**config.mk**
```make
export PLATFORM = sky130hd
export DESIGN_NAME = sb_gpio_irq_flat
export DESIGN_NICKNAME = d
export VERILOG_FILES = /design/src/rtl/sb_gpio_irq_if.sv /design/src/rtl/sb_gpio_irq.sv /design/src/flat_wrapper.sv
export SDC_FILE = /design/constraint.sdc
export NUM_CORES = 1
export LEC_CHECK = 0
export ABC_AREA = 1
export CAP_MARGIN = 15
export CORE_UTILIZATION = 40
export DETAILED_ROUTE_END_ITERATION = 8
export HOLD_SLACK_MARGIN = 0.08
export PLACE_DENSITY = 0.77
export SLEW_MARGIN = 20
export SYNTH_ARGS = -nofsm -noshare
export SYNTH_HDL_FRONTEND = slang
export SYNTH_SLANG_ARGS = --single-unit
```
**constraint.sdc**
```tcl
create_clock -name sb_clk -period 9.6 [get_ports sb_clk]
set_clock_uncertainty 0.05 [all_clocks]
set_input_delay 1.92 -clock sb_clk [delete_from_list [all_inputs] [get_ports sb_clk]]
set_output_delay 1.92 -clock sb_clk [all_outputs]
set_load 0.05 [all_outputs]
```
**src/rtl/sb_gpio_irq_if.sv**
```systemverilog
// c101 system-bus (sb) slave bundle: independent read and write channels,
// each with a request handshake and a response handshake.
interface sb_gpio_irq_if;
    logic        sb_arvalid;
    logic        sb_arready;
    logic [31:0] sb_araddr;
    logic        sb_rvalid;
    logic        sb_rready;
    logic [31:0] sb_rdata;
    logic        sb_wvalid;
    logic        sb_wready;
    logic [31:0] sb_waddr;
    logic [31:0] sb_wdata;
    logic [3:0]  sb_wstrb;
    logic        sb_bvalid;
    logic        sb_bready;
    logic        sb_bresp;

    modport master (
        output sb_arvalid, sb_araddr, sb_rready,
        output sb_wvalid, sb_waddr, sb_wdata, sb_wstrb, sb_bready,
        input  sb_arready, sb_rvalid, sb_rdata,
        input  sb_wready, sb_bvalid, sb_bresp
    );

    modport slave (
        input  sb_arvalid, sb_araddr, sb_rready,
        input  sb_wvalid, sb_waddr, sb_wdata, sb_wstrb, sb_bready,
        output sb_arready, sb_rvalid, sb_rdata,
        output sb_wready, sb_bvalid, sb_bresp
    );
endinterface

```
**src/rtl/sb_gpio_irq.sv**
```systemverilog
// GPIO slave for the sb bus: per-pin direction, atomic set/clear of outputs,
// synchronized inputs and rising/falling edge interrupts with W1C status.
module sb_gpio_irq #(
    parameter int GPIO_W      = 16,
    parameter int SYNC_STAGES = 2
) (
    input  logic              sb_clk,
    input  logic              sb_rst,
    sb_gpio_irq_if.slave      bus,
    input  logic [GPIO_W-1:0] gpio_i,
    output logic [GPIO_W-1:0] gpio_o,
    output logic [GPIO_W-1:0] gpio_oe,
    output logic              irq
);

    typedef enum logic { R_IDLE, R_RESP } r_state_t;
    typedef enum logic { W_IDLE, W_RESP } w_state_t;

    localparam logic [2:0] IDX_IN     = 3'd0;
    localparam logic [2:0] IDX_OUT    = 3'd1;
    localparam logic [2:0] IDX_DIR    = 3'd2;
    localparam logic [2:0] IDX_SET    = 3'd3;
    localparam logic [2:0] IDX_CLR    = 3'd4;
    localparam logic [2:0] IDX_RISE   = 3'd5;
    localparam logic [2:0] IDX_FALL   = 3'd6;
    localparam logic [2:0] IDX_STATUS = 3'd7;

    r_state_t          r_state;
    w_state_t          w_state;
    logic              arready_q, rvalid_q, wready_q, bvalid_q, bresp_q;
    logic [31:0]       rdata_q;

    logic [GPIO_W-1:0] sync_q [SYNC_STAGES];
    logic [GPIO_W-1:0] sync_in, prev_in;
    logic [GPIO_W-1:0] out_q, dir_q, rise_en_q, fall_en_q, status_q;
    logic [GPIO_W-1:0] out_next, dir_next, rise_en_next, fall_en_next, status_next;
    logic [GPIO_W-1:0] rise, fall, w1c_mask;

    logic              ar_fire, w_fire, r_mapped, w_mapped;
    logic [2:0]        r_idx, w_idx;
    logic [31:0]       lane_mask32;
    logic [GPIO_W-1:0] lane_mask, wbits, rd_val;
    logic [31:0]       rd_word;
    logic              unused_bits;

    assign ar_fire  = arready_q & bus.sb_arvalid;
    assign w_fire   = wready_q & bus.sb_wvalid;
    assign r_mapped = (bus.sb_araddr[7:5] == 3'b000);
    assign w_mapped = (bus.sb_waddr[7:5] == 3'b000);
    assign r_idx    = bus.sb_araddr[4:2];
    assign w_idx    = bus.sb_waddr[4:2];

    assign lane_mask32 = {{8{bus.sb_wstrb[3]}}, {8{bus.sb_wstrb[2]}},
                          {8{bus.sb_wstrb[1]}}, {8{bus.sb_wstrb[0]}}};
    assign lane_mask   = lane_mask32[GPIO_W-1:0];
    assign wbits       = bus.sb_wdata[GPIO_W-1:0] & lane_mask;

    // Address bits outside [7:2] and data lanes above GPIO_W are don't-care.
    assign unused_bits = ^{bus.sb_araddr[31:8], bus.sb_araddr[1:0],
                           bus.sb_waddr[31:8], bus.sb_waddr[1:0],
                           bus.sb_wdata, lane_mask32};

    assign sync_in = sync_q[SYNC_STAGES-1];
    assign rise    = sync_in & ~prev_in & rise_en_q;
    assign fall    = ~sync_in & prev_in & fall_en_q;

    always_ff @(posedge sb_clk or posedge sb_rst) begin
        if (sb_rst) begin
            for (int i = 0; i < SYNC_STAGES; i++) sync_q[i] <= '0;
            prev_in <= '0;
        end else begin
            sync_q[0] <= gpio_i;
            for (int i = 1; i < SYNC_STAGES; i++) sync_q[i] <= sync_q[i-1];
            prev_in <= sync_in;
        end
    end

    always_comb begin
        out_next     = out_q;
        dir_next     = dir_q;
        rise_en_next = rise_en_q;
        fall_en_next = fall_en_q;
        w1c_mask     = '0;
        if (w_fire && w_mapped) begin
            case (w_idx)
                IDX_OUT:    out_next     = (out_q & ~lane_mask) | wbits;
                IDX_DIR:    dir_next     = (dir_q & ~lane_mask) | wbits;
                IDX_SET:    out_next     = out_q | wbits;
                IDX_CLR:    out_next     = out_q & ~wbits;
                IDX_RISE:   rise_en_next = (rise_en_q & ~lane_mask) | wbits;
                IDX_FALL:   fall_en_next = (fall_en_q & ~lane_mask) | wbits;
                IDX_STATUS: w1c_mask     = wbits;
                default:    ;
            endcase
        end
        // New events are ORed in after the clear, so a same-cycle set wins.
        status_next = (status_q & ~w1c_mask) | rise | fall;
    end

    always_ff @(posedge sb_clk or posedge sb_rst) begin
        if (sb_rst) begin
            out_q     <= '0;
            dir_q     <= '0;
            rise_en_q <= '0;
            fall_en_q <= '0;
            status_q  <= '0;
        end else begin
            out_q     <= out_next;
            dir_q     <= dir_next;
            rise_en_q <= rise_en_next;
            fall_en_q <= fall_en_next;
            status_q  <= status_next;
        end
    end

    always_comb begin
        rd_word = '0;
        case (r_idx)
            IDX_IN:     rd_val = sync_in;
            IDX_OUT:    rd_val = out_q;
            IDX_DIR:    rd_val = dir_q;
            IDX_RISE:   rd_val = rise_en_q;
            IDX_FALL:   rd_val = fall_en_q;
            IDX_STATUS: rd_val = status_q;
            default:    rd_val = '0;
        endcase
        if (r_mapped) rd_word[GPIO_W-1:0] = rd_val;
    end

    // Read data is captured from pre-write register values at the ar edge.
    always_ff @(posedge sb_clk or posedge sb_rst) begin
        if (sb_rst) begin
            r_state   <= R_IDLE;
            arready_q <= 1'b1;
            rvalid_q  <= 1'b0;
            rdata_q   <= '0;
        end else begin
            case (r_state)
                R_IDLE: if (ar_fire) begin
                    r_state   <= R_RESP;
                    arready_q <= 1'b0;
                    rvalid_q  <= 1'b1;
                    rdata_q   <= rd_word;
                end
                R_RESP: if (bus.sb_rready) begin
                    r_state   <= R_IDLE;
                    arready_q <= 1'b1;
                    rvalid_q  <= 1'b0;
                end
                default: r_state <= R_IDLE;
            endcase
        end
    end

    always_ff @(posedge sb_clk or posedge sb_rst) begin
        if (sb_rst) begin
            w_state  <= W_IDLE;
            wready_q <= 1'b1;
            bvalid_q <= 1'b0;
            bresp_q  <= 1'b0;
        end else begin
            case (w_state)
                W_IDLE: if (w_fire) begin
                    w_state  <= W_RESP;
                    wready_q <= 1'b0;
                    bvalid_q <= 1'b1;
                    bresp_q  <= ~w_mapped;
                end
                W_RESP: if (bus.sb_bready) begin
                    w_state  <= W_IDLE;
                    wready_q <= 1'b1;
                    bvalid_q <= 1'b0;
                end
                default: w_state <= W_IDLE;
            endcase
        end
    end

    assign bus.sb_arready = arready_q;
    assign bus.sb_rvalid  = rvalid_q;
    assign bus.sb_rdata   = rdata_q;
    assign bus.sb_wready  = wready_q;
    assign bus.sb_bvalid  = bvalid_q;
    assign bus.sb_bresp   = bresp_q;

    assign gpio_o  = out_q;
    assign gpio_oe = dir_q;
    assign irq     = |status_q;

endmodule

```
**src/flat_wrapper.sv**
```systemverilog
// flat-port wrapper written by rule: the top's interface ports become plain ports
module sb_gpio_irq_flat 
#(
    parameter int GPIO_W      = 16,
    parameter int SYNC_STAGES = 2
)
  (sb_clk, sb_rst, gpio_i, gpio_o, gpio_oe, irq, bus_sb_arvalid, bus_sb_araddr, bus_sb_rready, bus_sb_wvalid, bus_sb_waddr, bus_sb_wdata, bus_sb_wstrb, bus_sb_bready, bus_sb_arready, bus_sb_rvalid, bus_sb_rdata, bus_sb_wready, bus_sb_bvalid, bus_sb_bresp);
  sb_gpio_irq_if bus_i ();
  input  logic sb_clk;
  input  logic sb_rst;
  input  logic [GPIO_W-1:0] gpio_i;
  output logic [GPIO_W-1:0] gpio_o;
  output logic [GPIO_W-1:0] gpio_oe;
  output logic irq;
  input wire logic [$bits(bus_i.sb_arvalid)-1:0] bus_sb_arvalid;
  input wire logic [$bits(bus_i.sb_araddr)-1:0] bus_sb_araddr;
  input wire logic [$bits(bus_i.sb_rready)-1:0] bus_sb_rready;
  input wire logic [$bits(bus_i.sb_wvalid)-1:0] bus_sb_wvalid;
  input wire logic [$bits(bus_i.sb_waddr)-1:0] bus_sb_waddr;
  input wire logic [$bits(bus_i.sb_wdata)-1:0] bus_sb_wdata;
  input wire logic [$bits(bus_i.sb_wstrb)-1:0] bus_sb_wstrb;
  input wire logic [$bits(bus_i.sb_bready)-1:0] bus_sb_bready;
  output wire logic [$bits(bus_i.sb_arready)-1:0] bus_sb_arready;
  output wire logic [$bits(bus_i.sb_rvalid)-1:0] bus_sb_rvalid;
  output wire logic [$bits(bus_i.sb_rdata)-1:0] bus_sb_rdata;
  output wire logic [$bits(bus_i.sb_wready)-1:0] bus_sb_wready;
  output wire logic [$bits(bus_i.sb_bvalid)-1:0] bus_sb_bvalid;
  output wire logic [$bits(bus_i.sb_bresp)-1:0] bus_sb_bresp;
  assign bus_i.sb_arvalid = bus_sb_arvalid;
  assign bus_i.sb_araddr = bus_sb_araddr;
  assign bus_i.sb_rready = bus_sb_rready;
  assign bus_i.sb_wvalid = bus_sb_wvalid;
  assign bus_i.sb_waddr = bus_sb_waddr;
  assign bus_i.sb_wdata = bus_sb_wdata;
  assign bus_i.sb_wstrb = bus_sb_wstrb;
  assign bus_i.sb_bready = bus_sb_bready;
  assign bus_sb_arready = bus_i.sb_arready;
  assign bus_sb_rvalid = bus_i.sb_rvalid;
  assign bus_sb_rdata = bus_i.sb_rdata;
  assign bus_sb_wready = bus_i.sb_wready;
  assign bus_sb_bvalid = bus_i.sb_bvalid;
  assign bus_sb_bresp = bus_i.sb_bresp;
  sb_gpio_irq #(.GPIO_W(GPIO_W), .SYNC_STAGES(SYNC_STAGES)) u_core (.sb_clk(sb_clk), .sb_rst(sb_rst), .bus(bus_i), .gpio_i(gpio_i), .gpio_o(gpio_o), .gpio_oe(gpio_oe), .irq(irq));
endmodule
```
## Word level (Yosys, flattened, before mapping)

Cells that the tools add are included.

- Register bits after elaboration: 151
- Bits in latches: 0
- Memory bits (writable): 0
- Memory bits (read-only): 0
- Bits of input ports: 122
- Output and inout bits: 70
- Logic and storage cells: 97
- Memories: 0

- Add/subtract/negate cells: 0
- Multipliers: 0
- Div/mod/pow operators: 0
- Magnitude comparators: 0
- Eq/ne operators: 16
- Shift operators: 0
- Muxes and demuxes: 23
- Bitwise gates (word level): 28
- Reductions and logical operators: 14

Operators with widths:

| kind | count |
|---|---|
| bitwise AND 16 bit | 11 |
| bitwise OR 16 bit | 7 |
| one-hot mux 16 bit (6 select lines) | 1 |
| NOT 16 bit | 5 |
| two-way mux 16 bit | 3 |
| one-hot mux 16 bit (3 select lines) | 1 |
| equality test 3 bit (second input constant) | 7 |
| AND reduction 2 bit | 8 |
| OR reduction 16 bit | 1 |
| two-way mux 1 bit | 12 |
| one-hot mux 1 bit (2 select lines) | 6 |
| equality test 3 x 2 -> 1 bit (second input constant) | 3 |
| zero test 3 bit | 3 |
| equality test 3 x 1 -> 1 bit (second input constant) | 2 |
| inequality test 2 x 1 -> 1 bit (second input constant) | 2 |
| inequality test 2 bit (second input constant) | 2 |
| NOT 1 bit | 3 |
| nonzero test 3 bit | 1 |
| bitwise AND 1 bit | 2 |
| logical AND 1 bit | 1 |

## Logic depth before layout (Yosys ltp)

- Depth after elaboration: 7
- Depth in mapped cells: 9
- Gate-level depth less buffers: 8

## Least setup slack after synthesis

No wires, ideal clock.

- Path type: reg-to-output
- From: reg u_core.status_q[6]
- To: out irq
- Arrival: 1.142 ns
- Data required time: 7.630 ns
- Path slack: 6.488 ns
- Cell stages (with the launch flop): 3
- Path buffers: 0
- Cells stage by stage: dfrtp_1 -> nor4_1 -> nand4_1

- Longest elaborated chain between the ends: 1

RTL lines:

| item | RTL line | text |
|---|---|---|
| from (decl) | sb_gpio_irq.sv:35 | `logic [GPIO_W-1:0] out_q, dir_q, rise_en_q, fall_en_q, status_q;` |
| from (signal assigned) | sb_gpio_irq.sv:112 | `status_q <= status_next;` |
| OR reduction 16 bit | sb_gpio_irq.sv:188 | `assign irq = \|status_q;` |
| to (decl) | flat_wrapper.sv:14 | `output logic irq;` |

No other way between the ends.

## Final worst setup path

Ends and elaborated chain as after synthesis.

==> out/metrics.csv <==
stage;metric;value;unit
min_path;WHS Endpoint;u_core.sync_in[14]$_DFF_PP0_;
timing;Finish-stage setup viols;0;
layout;post-layout util;0.507;
drt;First-pass DRT Iterations;5;
timing;RSZ-0062 raised after global routing;no;
timing;Slew Limit Fails;0;
floorplan;num rows;48;
layout;# nets final;1063;
drt;WL/cell;15.3;µm
floorplan;Die Y;136;µm
global_routing;global-route wire length before repair;29000;µm
setup_path;CP required;7.63;ns
yosys;Yosys top cell by area;dfrtp_1;
layout;layout cells sized above 1;0.0902;
cts;CTS clk-pin slew, worst paths;0.06;ns
yosys;Top FF cell, synth;dfrtp_1;
setup_path;crit path cell chain;nor4_1 -> nand4_1 -> clkdlybuf4s50_1;
floorplan;die width;136;µm
placement;I/O Buffers;105;
placement;dpl cells;1147;
setup_path;CP Capture Type;primary output;
power;Final Power;1790;µW
yosys;Seq/Total Area, Yosys;0.529;
timing;Max Fclk;235;MHz
yosys;Avg Synthesized Cell Area;8.39;µm²
setup_path;delay-heaviest family, CP;buffers and inverters;
yosys;flops & latches, synth;151;
timing;min cycle time layout;4.26;ns
power;Pwr Density;204;nW/µm²
placement;DP HPWL;11300;µm
setup_path;reg2reg path depth;5;
cts;Clock Path Buffers;2;
floorplan;Placeable Area;17400;µm²
setup_path;crit-path max FO;3;
timing;Max-slew headroom;0.411;
drt;via count;5945;
min_path;beginning of the worst hold path;u_core.sync_q[30]$_DFF_PP0_;
setup_path;Data arrival, critical path;2.29;ns
min_path;hold depth;0;
global_routing;vias in the first global route;5618;
global_routing;antenna violations before repair;0;
drt;final WL;18000;µm
placement;Post-DP Area;8220;µm²
drt;vias per cell;5.05;
drt;drt initial violations;523;
yosys;Synth area leaders;dfrtp_1 52%, nand2_1 15%, inv_1 4.4%;
cts;H-tree depth;4;
status;status;completed;
floorplan;Die ar.;18400;µm²
setup_path;Slowest-stage cell, CP;clkdlybuf4s50_1;
min_path;Min-Delay Path Class;flip-flop to flip-flop;
layout;Final Non-Filler Cells;1178;
power;Lkg Pwr;0.00416;µW
cts;CTS Buf Count;17;
global_routing;total grt overflow;0;
setup_path;CP Buf/Inv Count;1;
global_routing;Total GRT Usage;0.209;
floorplan;Initial Util;0.412;
cts;Setup Buffers After CTS;0;
global_routing;pin count of the biggest net entering global routing;91;
cts;Hold Buf Count CTS;0;
layout;cell area after layout;8800;µm²
setup_path;Critical R2R Launch;u_core.bus.sb_wready$_DFFE_PP1P_;
timing;Final period util;0.443;
yosys;Syn. warnings;0;
drt;antenna viol nets, final;0;
yosys;Yosys top cell area share;0.522;
setup_path;Worst path max stage delay;0.76;ns
cts;CTS tree;built;
layout;ANT cells;0;
cts;Clock Tree Root;clkbuf_16;
timing;Final TNS setup;0;ns
cts;Clock Latency Late Sink;0.43;ns
yosys;Unique masters post-synth;29;
layout;area delta synth->final;23.0;%
setup_path;worst reg-to-reg setup slack;7.80;ns
placement;GPL Wtd Cong;0.820;
timing;worst slew pin tran;0.882;ns
power;IR drop worst, VDD;0.145;mV
floorplan;# IOs;192;
yosys;asr flop ratio synth;1.00;
setup_path;critical path class;flip-flop to primary output;
yosys;Mapped Area;7150;µm²
yosys;cell count after synthesis;852;
drt;DR DRC count;0;
job;total of max-cap violations;0;
setup_path;crit start category;flip-flop;
cts;# clock sinks;151;
cts;Post-CTS Resized;0;
yosys;EDFF count, synth;0;
timing;Hold Fails Final Rpt;0;
==> layout make-up <==
cell class              instances  area (µm²)
inverters                      90         343
fillers                      1590        8560
clock inverters                 8        97.6
repair buffers                109        1080
flip-flops and latches        151        3780
clock buffers                  23         478
well taps                     225         282
multi-input cells             572        2740
==> how the worst max path moves through the flow <==
stage / from / endpoint / slack [ns] / cells after the start
after floorplan: sb_rst / async pin / 3.57 / 1
after global placement: bus_sb_araddr[3] / u_core.bus.sb_rdata[13]$_DFFE_PP0P_ / 5.04 / 9
after detailed placement: bus_sb_araddr[3] / u_core.bus.sb_rdata[4]$_DFFE_PP0P_ / 4.99 / 9
after CTS: u_core.status_q[6]$_DFF_PP0_ / irq / 5.31 / 3
after global routing: bus_sb_araddr[3] / u_core.bus.sb_rdata[1]$_DFFE_PP0P_ / 5.20 / 9
final: u_core.status_q[6]$_DFF_PP0_ / irq / 5.34 / 3
==> cell usage in the layout, fill, tap and decap left out, drive strengths merged, types with 4 or more instances in the layout <==
cell type,count
dfrtp,149
nor2,52
inv,89
nand2,289
nand4,50
conb,16
buf,5
nand3,60
nand3b,16
o21a,4
clkinv,4
o21ai,78
clkdlybuf4s50,104
clkbuf,23
==> per-layer routing <==
layer  share of wire  global-route usage  wire length (µm)
met1            0.43               0.274              7660
met2            0.45               0.322              8140
met3           0.098              0.0621              1760
met4           0.023              0.0799               415
met5               0                   0                 0
==> power breakdown <==
part           leakage (µW)  total [µW]  switching [µW]  internal (µW)
clock network      0.000275         655             255            400
logic               0.00200         378             259            119
registers           0.00188         757            51.7            706
total               0.00416        1790             566           1220
==> synth_stat cells (3+ instances only) <==
cell type  instances
nand4_1           50
buf_2             14
nand3_1           52
buf_4             22
inv_2              5
o21ai_2           28
dfrtp_1          149
o21a_1             4
nor2_2             3
buf_6              6
clkbuf_1          12
nand2_2            3
nand2_1          286
nand3_2            6
inv_1             84
nand3b_1          16
nor2_1            46
nor3_1             3
o21ai_1           14
o21ai_0           36
==> metrics by stage <==
stage / setup WS [ns] / hold slack (ns)
3_3_place_gp: 5.04 / 0.283
6_report: 5.34 / 0.297
2_1_floorplan: 3.57 / 0.281
4_1_cts: 5.31 / 0.298
3_5_place_dp: 4.99 / 0.285
5_1_grt: 5.20 / 0.303
==> cell families after synthesis <==
| group | synth area share |
|---|---|
| and+or+nand+nor | 0.300 |
| DFF | 0.529 |
| buffers and inverters | 0.0959 |
| AOI/OAI and AO/OA | 0.0751 |
| other | 0.000525 |
No activity file was read; power rests on OpenSTA's default activity.
==> RTL edit, RTL diff (same flow settings) <==
`GPIO_W` is set to 16 in 2 places; all go to 18.
--- a/src/rtl/sb_gpio_irq.sv
+++ b/src/rtl/sb_gpio_irq.sv
@@ -3,3 +3,3 @@
 module sb_gpio_irq #(
-    parameter int GPIO_W      = 16,
+    parameter int GPIO_W      = 18,
     parameter int SYNC_STAGES = 2
--- a/src/flat_wrapper.sv
+++ b/src/flat_wrapper.sv
@@ -3,3 +3,3 @@
 #(
-    parameter int GPIO_W      = 16,
+    parameter int GPIO_W      = 18,
     parameter int SYNC_STAGES = 2
Interface: changed (resized gpio_i, gpio_o and gpio_oe); port bits go from 192 to 198. No check against the original RTL was run, so the function may have changed too.
==> RTL edit against the original RTL <==
  * Utilization shrank 0.53 points
  * Clock power grew 4.9%
  * Wire length is 16% higher
  * Setup slack worse by 0.15 ns
  * Combinational power rose by 9.3%
  * Area after synthesis rose by 11%
  * Non-clock buffer count increased by 10
  * Total power up 8.6%
  * Sequential cell count is 18 higher
  * Cell area grew 11%
  * Critical endpoint is now u_core.bus.sb_rdata[14]$_DFFE_PP0P_
==> RTL edit: results (changes against the original RTL) <==
| Metric | Value |
|---|---|
| Post-synthesis sequential area ratio | `53.1% (+0.22 points)` |
| Synth cell types | `32 (+10%)` |
| Dpl ws | `4.85 ns (-0.146 ns)` |
| Status | `finished clean` |
| Worst Tran Pin Value | `1.13 ns (+0.252 ns)` |
| Max FO, Critical Path | `56 (+53)` |
| Fin nets | `1185 (+11%)` |
| Worst skew pair latency | `0.43 ns (about the same)` |
| Inserted Diodes | `0 (unchanged)` |
| Ranking of synthesized cells by area | `dfrtp_1, nand2_1, inv_1, nand4_1, nand3_1` |
| First-pass GRT wire length | `33.1 mm (+14%)` |
| Avg WL per Cell | `15.6 um (+2.1%)` |
| Slowest CP cell | `buf_2` |
| Top cells by count, synth | `nand2_1, dfrtp_1, inv_1` |
| GR Util All Layers | `21.4% (+0.55 points)` |
| Arr. time, crit path | `4.68 ns (+2.39 ns)` |
| Vias in the first global route | `6277 (+12%)` |
| HPWL Detailed | `13.2 mm (+16%)` |
| Gate count after technology mapping | `963 (+13%)` |
| Internal reg-to-reg setup slack | `7.69 ns (-0.11 ns)` |
| Peak VDD IR | `0.143 mV (-1.6%)` |
| Buffers on Ports | `116 (+10%)` |
| CTS root buf | `clkbuf_16` |
| WHS Path Cells | `0 (unchanged)` |
| Dpl cell area | `9180 um2 (+12%)` |
| Fill count | `1790 (+13%)` |
| GPL Wtd Cong | `0.796 (-2.9%)` |
| CP top delay family | `buffers and inverters` |
| Initial antenna violation count | `0 (unchanged)` |
| Min Hold Slack | `0.296 ns (-0.00100 ns)` |
| Longest Clk Path Bufs | `2 (unchanged)` |
| Largest net degree at the start of global routing | `102 (+12%)` |
| Hold_sp | `u_core.sync_q[20]$_DFF_PP0_` |
| Vias per inst | `5.07 (+0.36%)` |
| RR Startpoint | `u_core.bus.sb_wready$_DFFE_PP1P_` |
| Share of cells above drive strength 1 | `8.20% (-0.82 points)` |
| FF-to-FF path depth | `5 (unchanged)` |
| Worst stage delay on the critical path | `0.80 ns (+0.04 ns)` |
| Hold endpoint | `u_core.sync_in[2]$_DFF_PP0_` |
| Power density cells | `199 nW/um2 (-2.1%)` |
| Leak | `0.00462 uW (+11%)` |
| DR pass1 iterations | `5 (unchanged)` |
| WL final | `20.9 mm (+16%)` |
| 1st-iter DRT viols | `716 (+37%)` |
| Cells after DPL | `1307 (+14%)` |
RTL edit: how the worst max path moves through the flow:
stage                     start                                   to  slack (ns)
3_5_place_dp   bus_sb_araddr[3]  u_core.bus.sb_rdata[12]$_DFFE_PP0P_        4.85
4_1_cts        bus_sb_araddr[3]  u_core.bus.sb_rdata[12]$_DFFE_PP0P_        5.28
6_report       bus_sb_araddr[3]  u_core.bus.sb_rdata[14]$_DFFE_PP0P_        5.20
5_1_grt        bus_sb_araddr[3]  u_core.bus.sb_rdata[15]$_DFFE_PP0P_        5.14
3_3_place_gp   bus_sb_araddr[3]  u_core.bus.sb_rdata[12]$_DFFE_PP0P_        4.90
2_1_floorplan            sb_rst           asynchronous set/reset pin        3.06
RTL edit: kinds of logic after synthesis:
kind of cell           share of synthesized area (%)
buffers and inverters                           9.22
AO/OA/AOI/OAI                                   7.24
AND/OR/NAND/NOR                                 30.4
flip-flops                                      53.1
other                                         0.0471
RTL edit: metal layers:
layer	up-vias	global-route usage [%]	part of all wire (%)
met4	0	5.60	1.5
met3	30	6.04	8.7
met2	276	33.4	46
met1	3231	29.1	44
li1	3240	-	-
met5	-	0	0
RTL edit: area by class of cell:
type	count	share of cell area (%)
Multi-Input combinational cell	652	31.3
Clock inverter	13	1.49
Sequential cell	169	43.4
Tap cell	265	3.40
Timing Repair Buffer	119	12.0
Inverter	102	3.97
Clock buffer	18	4.50
RTL edit: report_power, final:
part           switching (uW)  internal (uW)  leakage (uW)  total (uW)
Sequential               58.0            787       0.00211         845
Combinational             284            129       0.00225         413
Clock                     297            390      0.000267         687
